`src/rtl/cnn_pkg.sv`:
```
`default_nettype none
// +--------------------------------------------------------------------------+
// | Module   : cnn_pkg                                                       |
// | Brief    : Shared sample/window types and feature-map dimensions.        |
// | Revision : 1.0                                                           |
// +--------------------------------------------------------------------------+
package cnn_pkg;

    localparam int DATA_W     = 22;
    localparam int CONV_OUT_W = 126;
    localparam int CONV_OUT_H = 126;

    typedef logic signed [DATA_W-1:0] sample_t;

    typedef struct packed {
        sample_t tl;
        sample_t tr;
        sample_t bl;
        sample_t br;
    } window_t;

    typedef enum logic [1:0] {
        ST_IDLE = 2'd0,
        ST_FILL = 2'd1,
        ST_EMIT = 2'd2
    } pool_state_t;

endpackage
`default_nettype wire

```
`src/rtl/pool_line_ram.sv`:
```
`default_nettype none
// +--------------------------------------------------------------------------+
// | Module   : pool_line_ram                                                 |
// | Brief    : Single-port row buffer, combinational read-before-write.      |
// | Revision : 1.0                                                           |
// +--------------------------------------------------------------------------+
module pool_line_ram #(
    parameter int DATA_W = 22,
    parameter int DEPTH  = 126,
    parameter int ADDR_W = $clog2(DEPTH)
) (
    input  logic              clk,
    input  logic              we_i,
    input  logic [ADDR_W-1:0] addr_i,
    input  logic [DATA_W-1:0] wdata_i,
    output logic [DATA_W-1:0] rdata_o
);

    // Contents are intentionally not reset so this maps onto distributed RAM.
    logic [DATA_W-1:0] mem_q [DEPTH];

    assign rdata_o = mem_q[addr_i];

    always_ff @(posedge clk) begin
        if (we_i) begin
            mem_q[addr_i] <= wdata_i;
        end
    end

endmodule
`default_nettype wire

```
`src/rtl/pool_window_buffer.sv`:
```
`default_nettype none
// +--------------------------------------------------------------------------+
// | Module   : pool_window_buffer                                            |
// | Brief    : Raster stream to non-overlapping 2x2 windows for max pooling. |
// | Revision : 1.0                                                           |
// +--------------------------------------------------------------------------+
module pool_window_buffer #(
    parameter int DATA_W = cnn_pkg::DATA_W,
    parameter int IMG_W  = cnn_pkg::CONV_OUT_W,
    parameter int IMG_H  = cnn_pkg::CONV_OUT_H,
    parameter int COL_W  = $clog2(IMG_W),
    parameter int ROW_W  = $clog2(IMG_H)
) (
    input  logic                     clk,
    input  logic                     rst_n,
    input  logic                     frame_start,
    input  logic                     in_valid,
    input  logic signed [DATA_W-1:0] in_data,
    output logic signed [DATA_W-1:0] win_tl,
    output logic signed [DATA_W-1:0] win_tr,
    output logic signed [DATA_W-1:0] win_bl,
    output logic signed [DATA_W-1:0] win_br,
    output logic                     win_valid,
    output logic [COL_W-1:0]         win_col,
    output logic [ROW_W-1:0]         win_row,
    output logic                     frame_done
);

    import cnn_pkg::*;

    localparam logic [COL_W-1:0] c_last_col  = COL_W'(IMG_W - 1);
    localparam logic [ROW_W-1:0] c_last_row  = ROW_W'(IMG_H - 1);
    localparam logic [COL_W-1:0] c_last_wcol = COL_W'(IMG_W / 2 - 1);
    localparam logic [ROW_W-1:0] c_last_wrow = ROW_W'(IMG_H / 2 - 1);

    pool_state_t              state_q, state_d;
    logic [COL_W-1:0]         col_q, col_d;
    logic [ROW_W-1:0]         row_q, row_d;
    logic signed [DATA_W-1:0] prev_top_q, prev_top_d;
    logic signed [DATA_W-1:0] prev_cur_q, prev_cur_d;
    logic signed [DATA_W-1:0] tl_q, tl_d, tr_q, tr_d, bl_q, bl_d, br_q, br_d;
    logic                     win_valid_q, win_valid_d;
    logic [COL_W-1:0]         win_col_q, win_col_d;
    logic [ROW_W-1:0]         win_row_q, win_row_d;
    logic                     frame_done_q, frame_done_d;

    logic                     w_accept;
    pool_state_t              w_cur_state;
    logic [COL_W-1:0]         w_pos_col;
    logic [ROW_W-1:0]         w_pos_row;
    logic [DATA_W-1:0]        w_ram_rd;

    // frame_start re-targets the current sample to pixel (0,0) in any state.
    assign w_accept    = in_valid && (frame_start || (state_q != ST_IDLE));
    assign w_cur_state = frame_start ? ST_FILL : state_q;
    assign w_pos_col   = frame_start ? '0 : col_q;
    assign w_pos_row   = frame_start ? '0 : row_q;

    pool_line_ram #(
        .DATA_W (DATA_W),
        .DEPTH  (IMG_W),
        .ADDR_W (COL_W)
    ) u_line_ram (
        .clk     (clk),
        .we_i    (w_accept),
        .addr_i  (w_pos_col),
        .wdata_i (in_data),
        .rdata_o (w_ram_rd)
    );

    always_comb begin
        state_d      = state_q;
        col_d        = col_q;
        row_d        = row_q;
        prev_top_d   = prev_top_q;
        prev_cur_d   = prev_cur_q;
        tl_d         = tl_q;
        tr_d         = tr_q;
        bl_d         = bl_q;
        br_d         = br_q;
        win_valid_d  = 1'b0;
        win_col_d    = win_col_q;
        win_row_d    = win_row_q;
        frame_done_d = 1'b0;

        if (w_accept) begin
            prev_top_d = w_ram_rd;
            prev_cur_d = in_data;

            if ((w_cur_state == ST_EMIT) && w_pos_col[0]) begin
                tl_d         = prev_top_q;
                tr_d         = w_ram_rd;
                bl_d         = prev_cur_q;
                br_d         = in_data;
                win_valid_d  = 1'b1;
                win_col_d    = w_pos_col >> 1;
                win_row_d    = w_pos_row >> 1;
                frame_done_d = ((w_pos_col >> 1) == c_last_wcol) &&
                               ((w_pos_row >> 1) == c_last_wrow);
            end

            if (w_pos_col == c_last_col) begin
                col_d = '0;
                if (w_pos_row == c_last_row) begin
                    row_d   = '0;
                    state_d = ST_IDLE;
                end else begin
                    row_d   = w_pos_row + ROW_W'(1);
                    state_d = (w_cur_state == ST_FILL) ? ST_EMIT : ST_FILL;
                end
            end else begin
                col_d   = w_pos_col + COL_W'(1);
                row_d   = w_pos_row;
                state_d = w_cur_state;
            end
        end
    end

    always_ff @(posedge clk or negedge rst_n) begin
        if (!rst_n) begin
            state_q      <= ST_IDLE;
            col_q        <= '0;
            row_q        <= '0;
            prev_top_q   <= '0;
            prev_cur_q   <= '0;
            tl_q         <= '0;
            tr_q         <= '0;
            bl_q         <= '0;
            br_q         <= '0;
            win_valid_q  <= 1'b0;
            win_col_q    <= '0;
            win_row_q    <= '0;
            frame_done_q <= 1'b0;
        end else begin
            state_q      <= state_d;
            col_q        <= col_d;
            row_q        <= row_d;
            prev_top_q   <= prev_top_d;
            prev_cur_q   <= prev_cur_d;
            tl_q         <= tl_d;
            tr_q         <= tr_d;
            bl_q         <= bl_d;
            br_q         <= br_d;
            win_valid_q  <= win_valid_d;
            win_col_q    <= win_col_d;
            win_row_q    <= win_row_d;
            frame_done_q <= frame_done_d;
        end
    end

    assign win_tl     = tl_q;
    assign win_tr     = tr_q;
    assign win_bl     = bl_q;
    assign win_br     = br_q;
    assign win_valid  = win_valid_q;
    assign win_col    = win_col_q;
    assign win_row    = win_row_q;
    assign frame_done = frame_done_q;

endmodule
`default_nettype wire

```
`config.mk`:
```
export PLATFORM = sky130hd
export DESIGN_NAME = pool_window_buffer
export DESIGN_NICKNAME = d
export VERILOG_FILES = /design/src/rtl/cnn_pkg.sv /design/src/rtl/pool_line_ram.sv /design/src/rtl/pool_window_buffer.sv
export SDC_FILE = /design/constraint.sdc
export NUM_CORES = 2
export LEC_CHECK = 0
export BUFFER_PORTS_ARGS = -buffer_cell sky130_fd_sc_hd__buf_2
export CAP_MARGIN = 10
export CORE_UTILIZATION = 50
export CTS_BUF_LIST = sky130_fd_sc_hd__clkbuf_8
export DETAILED_ROUTE_END_ITERATION = 16
export PLACE_DENSITY = 0.71
export REMOVE_ABC_BUFFERS = 1
export SYNTH_ARGS = -nofsm -noshare
export SYNTH_HDL_FRONTEND = slang
export SYNTH_SLANG_ARGS = --single-unit
```
`constraint.sdc`:
```
create_clock -name clk -period 4.7 [get_ports clk]
set_clock_uncertainty 0.15 [all_clocks]
set_input_delay 0 -clock clk [delete_from_list [all_inputs] [get_ports clk]]
set_output_delay 0 -clock clk [all_outputs]
set_load 0.05 [all_outputs]
```
; After elaboration in Yosys (flattened, before gate mapping)
; Memory sizes are Yosys's and may differ from the RTL's.
; Cells that the tools add are included.
[totals]
regBits = 162
mem_bits_rw = 2772
input_bits = 26
wordCells = 43
mem_count = 1
[mem_list]
columns = name, depth, word_bits, rd, rd_clocked_by_memory_dff, write_ports, line
row1 = u_line_ram.mem_q, 126, 22, 1, 0, 1, pool_line_ram.sv:20  ; logic [DATA_W-1:0] mem_q [DEPTH];
[classes]
n_addsub = 2
n_eq_ne = 6
n_mux = 15
reduce_logical = 6
[ops]
columns = operator, n
row1 = 2-to-1 mux 7 bit, 5
row2 = "adder 7 x 1 -> 7 bit, second input constant", 2
row3 = "== test 7 bit, second input constant", 2
row4 = "== test 6 bit, second input constant", 2
row5 = 2-to-1 mux 2 bit, 4
row6 = 2-to-1 mux 1 bit, 6
row7 = logical AND 1 bit, 3
row8 = "== test 2 x 1 -> 1 bit, second input constant", 1
row9 = "== test 2 bit, second input constant", 1
row10 = AND reduction 2 bit, 1
row11 = nonzero test 2 bit, 1
row12 = logical OR 1 bit, 1

; Longest topological paths before layout
[logic_depth]
depth_word = 5
depth_mapped = 14
mapped_depth_nobuf = 11

; Cells and area by module
; From an unflattened synthesis, not the netlist that was laid out.
[unflattened]
hier_cells = 6809
area_unflattened_um2 = 113397.5
[by_module_without_submodules]
columns = module, n_inst, cells_each, area_per_inst_um2, seq_area_each_um2
row1 = pool_line_ram, 1, 6295, 106525.9, 83239.8
row2 = pool_window_buffer, 1, 514, 6871.6, 4053.9

; Worst setup path before layout
; OpenSTA, ideal clock, no wires.
[synth_timing]
path_kind = register to register
startpoint = reg col_q[6]
endpoint = mem u_line_ram.mem_q[76][0] (enable)
arrival_ns = 3.086
path_slack_ns = 1.035
stages_incl_launch_ff = 7
n_path_buf = 2
path_cell_list = dfrtp_1 -> clkbuf_1 -> nand2b_1 -> nor2_1 -> clkbuf_1 -> nand3_1 -> nor3_1
[synth_between]
elab_chain_cells = 1
[synth_lines]
columns = element, line
row1 = "start, declared", pool_window_buffer.sv:37  ; logic [COL_W-1:0] col_q, col_d;
row2 = "start signal, assigned", pool_window_buffer.sv:136  ; col_q <= col_d;
row3 = 2-to-1 mux 7 bit, pool_window_buffer.sv:56  ; assign w_pos_col = frame_start ? '0 : col_q;
row4 = "end, declared", pool_line_ram.sv:20
; No other way between the ends.

; Worst setup path in the final report
[layout_timing]
startpoint = reg col_q[0]
endpoint = reg tr_q[0], in the netlist win_tr[0]
[layout_between]
elab_chain_cells = 3
elab_cells_between_ends = 4
cone_classes = mux: 1 / reduce/logical: 2 / memory: 1
[layout_lines]
columns = element, line
row1 = 2-to-1 mux 7 bit *, pool_window_buffer.sv:56
row2 = "parallel branches: the longest is 2 deep, another holds memory read (126 x 22 bit)", -
row3 = "end signal, assigned", pool_window_buffer.sv:141  ; tr_q <= tr_d;
row4 = "end, declared", pool_window_buffer.sv:41  ; logic signed [DATA_W-1:0] tl_q, tl_d, tr_q, tr_d, bl_q, bl_d, br_q, br_d;
; Every way passes the cells marked *.
; A chain may end at the register's enable or synchronous reset.

==> flow_summary_export.csv <==
group,metric,value,unit
status,run_status,"finished, final reports clean",
clock_network,ctsRootBufferMaster,"clkbuf_8",
clock_network,clockBufferDepth,4,
global_route,grt_use_total,29.2,%
setup_path,crit_slowest_cell,"nor4b_1",
power,power_leakage,44.4,nW
synth,synth_edf_count,2772,
clock_network,cts_setup_buffers,0,
placed_design,gp_congestion,0.932,
detailed_routing,drc,0,
setup_path,rr_worst_depth,12,
floorplan,core.rowCount,173,
synth,synth_area,112000,um^2
sta,final-setup-viol-count,0,
setup_path,crit_arrival,5.46,ns
cells_and_area,drive_gt1_share,19.2,%
min_path,hold_path_depth,2,
synth,synthFlopType,"edfxtp_1",
setup_path,cp.depth,12,
power,power.density,425,nW/um^2
floorplan,dieArea,225000,um^2
sta,slew_viol_final,0,
detailed_routing,ant_nets,0,
setup_path,crit_type,"reg -> reg",
synth,synth_seq_cells,2934,
cells_and_area,n_fill_cell,16400,
detailed_routing,num_vias,66900,
global_route,grt_start_max_net_pins,108,
synth,ys_seq_area_share,78.1,%
detailed_routing,first_iter_violations,10600,
setup_path,cp_common_cell,"buf_4",
floorplan,coreArea,222000,um^2
clock_network,cts.clk_slew.worst_paths,0.06,ns
placed_design,pre_cts_ws,0.0198,ns
setup_path,crit_family,"simple AND/OR/NAND/NOR gates",
power,vdd.ir_drop.worst,0.000261,V
cells_and_area,stdcell_count,10600,
sta,grt_setup_unrepaired,"no",
detailed_routing,dr.pass1.iters,6,
setup_path,slowest_delay,1.12,ns
flow_run,max_cap_violations,0,
detailed_routing,viasPerCell,6.33,
sta,fin_crit_sh,98.5,%
clock_network,clk_latency,1.14,ns
global_route,grt_pass1_wl,467,mm
clock_network,clkSinkCount,2934,
detailed_routing,wirelength,332,mm
setup_path,critical_path_required,5.53,ns
sta,hold_viol_final,0,
setup_path,crit_path_cell_trace,"nor3_1, buf_4, or2_4, buf_12, buf_4, buf_4, a221oi_1, a21oi_1, nor4b_1, buf_4, a211o_1, a31oi_1",
floorplan,io_pins,130,
synth,yosys_warnings,0,
clock_network,cts.htree.levels,5,
placed_design,hpwlAfterDp,188,mm
sta,worst_slack,0.0688,ns
sta,worstMarginPinSlew,1.31,ns
synth,postSynthAreaPerCell,16.9,um^2
cells_and_area,final_nets,7272,
sta,setup_tns,0,ns
global_route,antenna_found_initial,22,
sta,layout_min_cycle_time,4.63,ns
cells_and_area,final_common_cell,"edfxtp_1",
placed_design,place_inst,9680,
floorplan,dieWidth,475,um
synth,netlist_instances,6601,
min_path,min_path_type,"in -> reg",
clock_network,cts_tree,"done",
setup_path,cp_max_fo,48,
floorplan,initial_utilization,50.3,%
power,power,54.2,mW
cells_and_area,area_growth,14.3,%
clock_network,numCtsBuffers,461,
sta,fmax,216,MHz
synth,ys_types,63,
cells_and_area,final_cell_mix,"edfxtp_1, nand2_1, mux2i_1",
setup_path,critPathBufInv,5,
global_route,grt_pass1_vias,64700,
detailed_routing,wl_per_cell,31.4,um
floorplan,fp.dieH,475,um
sta,whs,0.0954,ns
placed_design,placement.io_buffers,127,
setup_path,critPathCaptureType,"flop",
global_route,grt_overflow,0,
sta,slew_headroom,12.8,%
setup_path,start_kind,"flop",
synth,async_reset_ff_share,5.52,%
==> metrics by stage <==
stage / utilization [%] / cell area (um^2)
detailed placement: 53.4 / 119000
CTS: 57.5 / 128000
global placement: 53.4 / 119000
global route: 57.5 / 128000
floorplan: - / 110000
finish: 57.5 / 128000
==> cell families after synthesis <==
family          Yosys count  share of synthesized area, %
fa+ha+maj                 3                        0.0336
compound gates         1453                          8.31
mux                     836                          8.50
other cells               1                       0.00336
flops                  2934                          78.1
xor+xnor                  4                        0.0313
buf+inv                 426                          1.63
simple gates            944                          3.39
==> worst register-to-register path, delay by kind of cell, from the launching register on <==
| family | cells | cell delay [ns] |
|---|---|---|
| buffers and inverters | 5 | 1.21 |
| flip-flops | 1 | 0.55 |
| AO/OA/AOI/OAI | 4 | 0.91 |
| AND/OR/NAND/NOR | 3 | 1.64 |
==> synth_stat cells (all sizes together), types with 12 or more instances <==
master | count | area [um^2]
o31ai | 44 | 330
o2bb2ai | 123 | 1080
a211oi | 124 | 931
mux2 | 151 | 1700
edfxtp | 2772 | 83200
o22ai | 287 | 1800
nor2 | 142 | 533
a31oi | 17 | 106
nor3 | 21 | 105
nand2 | 697 | 2620
o21ai | 93 | 465
a22oi | 14 | 105
buf | 240 | 1120
a222oi | 19 | 190
nand3 | 13 | 65.1
nand4 | 19 | 119
o41ai | 15 | 131
mux4 | 75 | 1690
o221ai | 12 | 105
a2111oi | 33 | 295
a21oi | 567 | 2840
a221oi | 73 | 639
clkbuf | 178 | 671
dfrtp | 162 | 4050
mux2i | 610 | 6110
==> per-layer routing <==
layer,vias to the layer above,share of wire [%],track usage [%]
li1,27500,-,-
met1,33600,36,39.5
met2,4999,45,43.9
met3,814,13,7.02
met4,10,5.7,15.4
met5,-,0.017,0
==> area by class of cell <==
| cell class | count | area (um^2) | share of cell area [%] |
|---|---|---|---|
| timing repair buffer | 596 | 5470 | 4.28 |
| clock buffer | 482 | 6630 | 5.19 |
| tap | 2975 | 3720 | 2.91 |
| sequential | 2934 | 87300 | 68.3 |
| antenna | 9 | 22.5 | 0.0176 |
| multi-input combinational | 3242 | 23100 | 18.1 |
| clock inverter | 327 | 1470 | 1.15 |
| inverter | 8 | 40.0 | 0.0313 |
==> power by group <==
part	internal (mW)	switching, mW	total, mW
clock	9.68	9.71	19.4
combinational	1.94	3.98	5.92
sequential	28.8	0.165	28.9
total	40.4	13.9	54.2
==> sequential cells by signal, summed over array words and instances (netlist names) <==
name,cells
prev_top_q,22
win_tl,22
win_valid,1
prev_cur_q,22
state_q,2
win_col,6
u_line_ram.mem_q,2772
col_q,7
frame_done,1
row_q,7
win_bl,22
win_tr,22
win_br,22
win_row,6
==> timing repair <==
action | in CTS | in global routing
hold buffers | 75 | 0
gates resized for setup | 1 | 0
endpoints found under the hold margin | 3139 | 0
setup endpoints to repair | 2 | 0
==> worst paths after layout <==
kind	start	end	slack (ns)
setup / recovery	col_q[0]	win_tr[0]	0.07
hold / removal	in_data[16]	u_line_ram.mem_q[83][16]	0.1
setup reg to reg	col_q[0]	win_tr[0]	0.07
hold reg to reg	prev_cur_q[2]	win_bl[2]	0.30
max in group asynchronous	rst_n	win_br[2]	2.86
min in group asynchronous	rst_n	row_q[2]	0.40
Power figures use the tool's default switching activity.
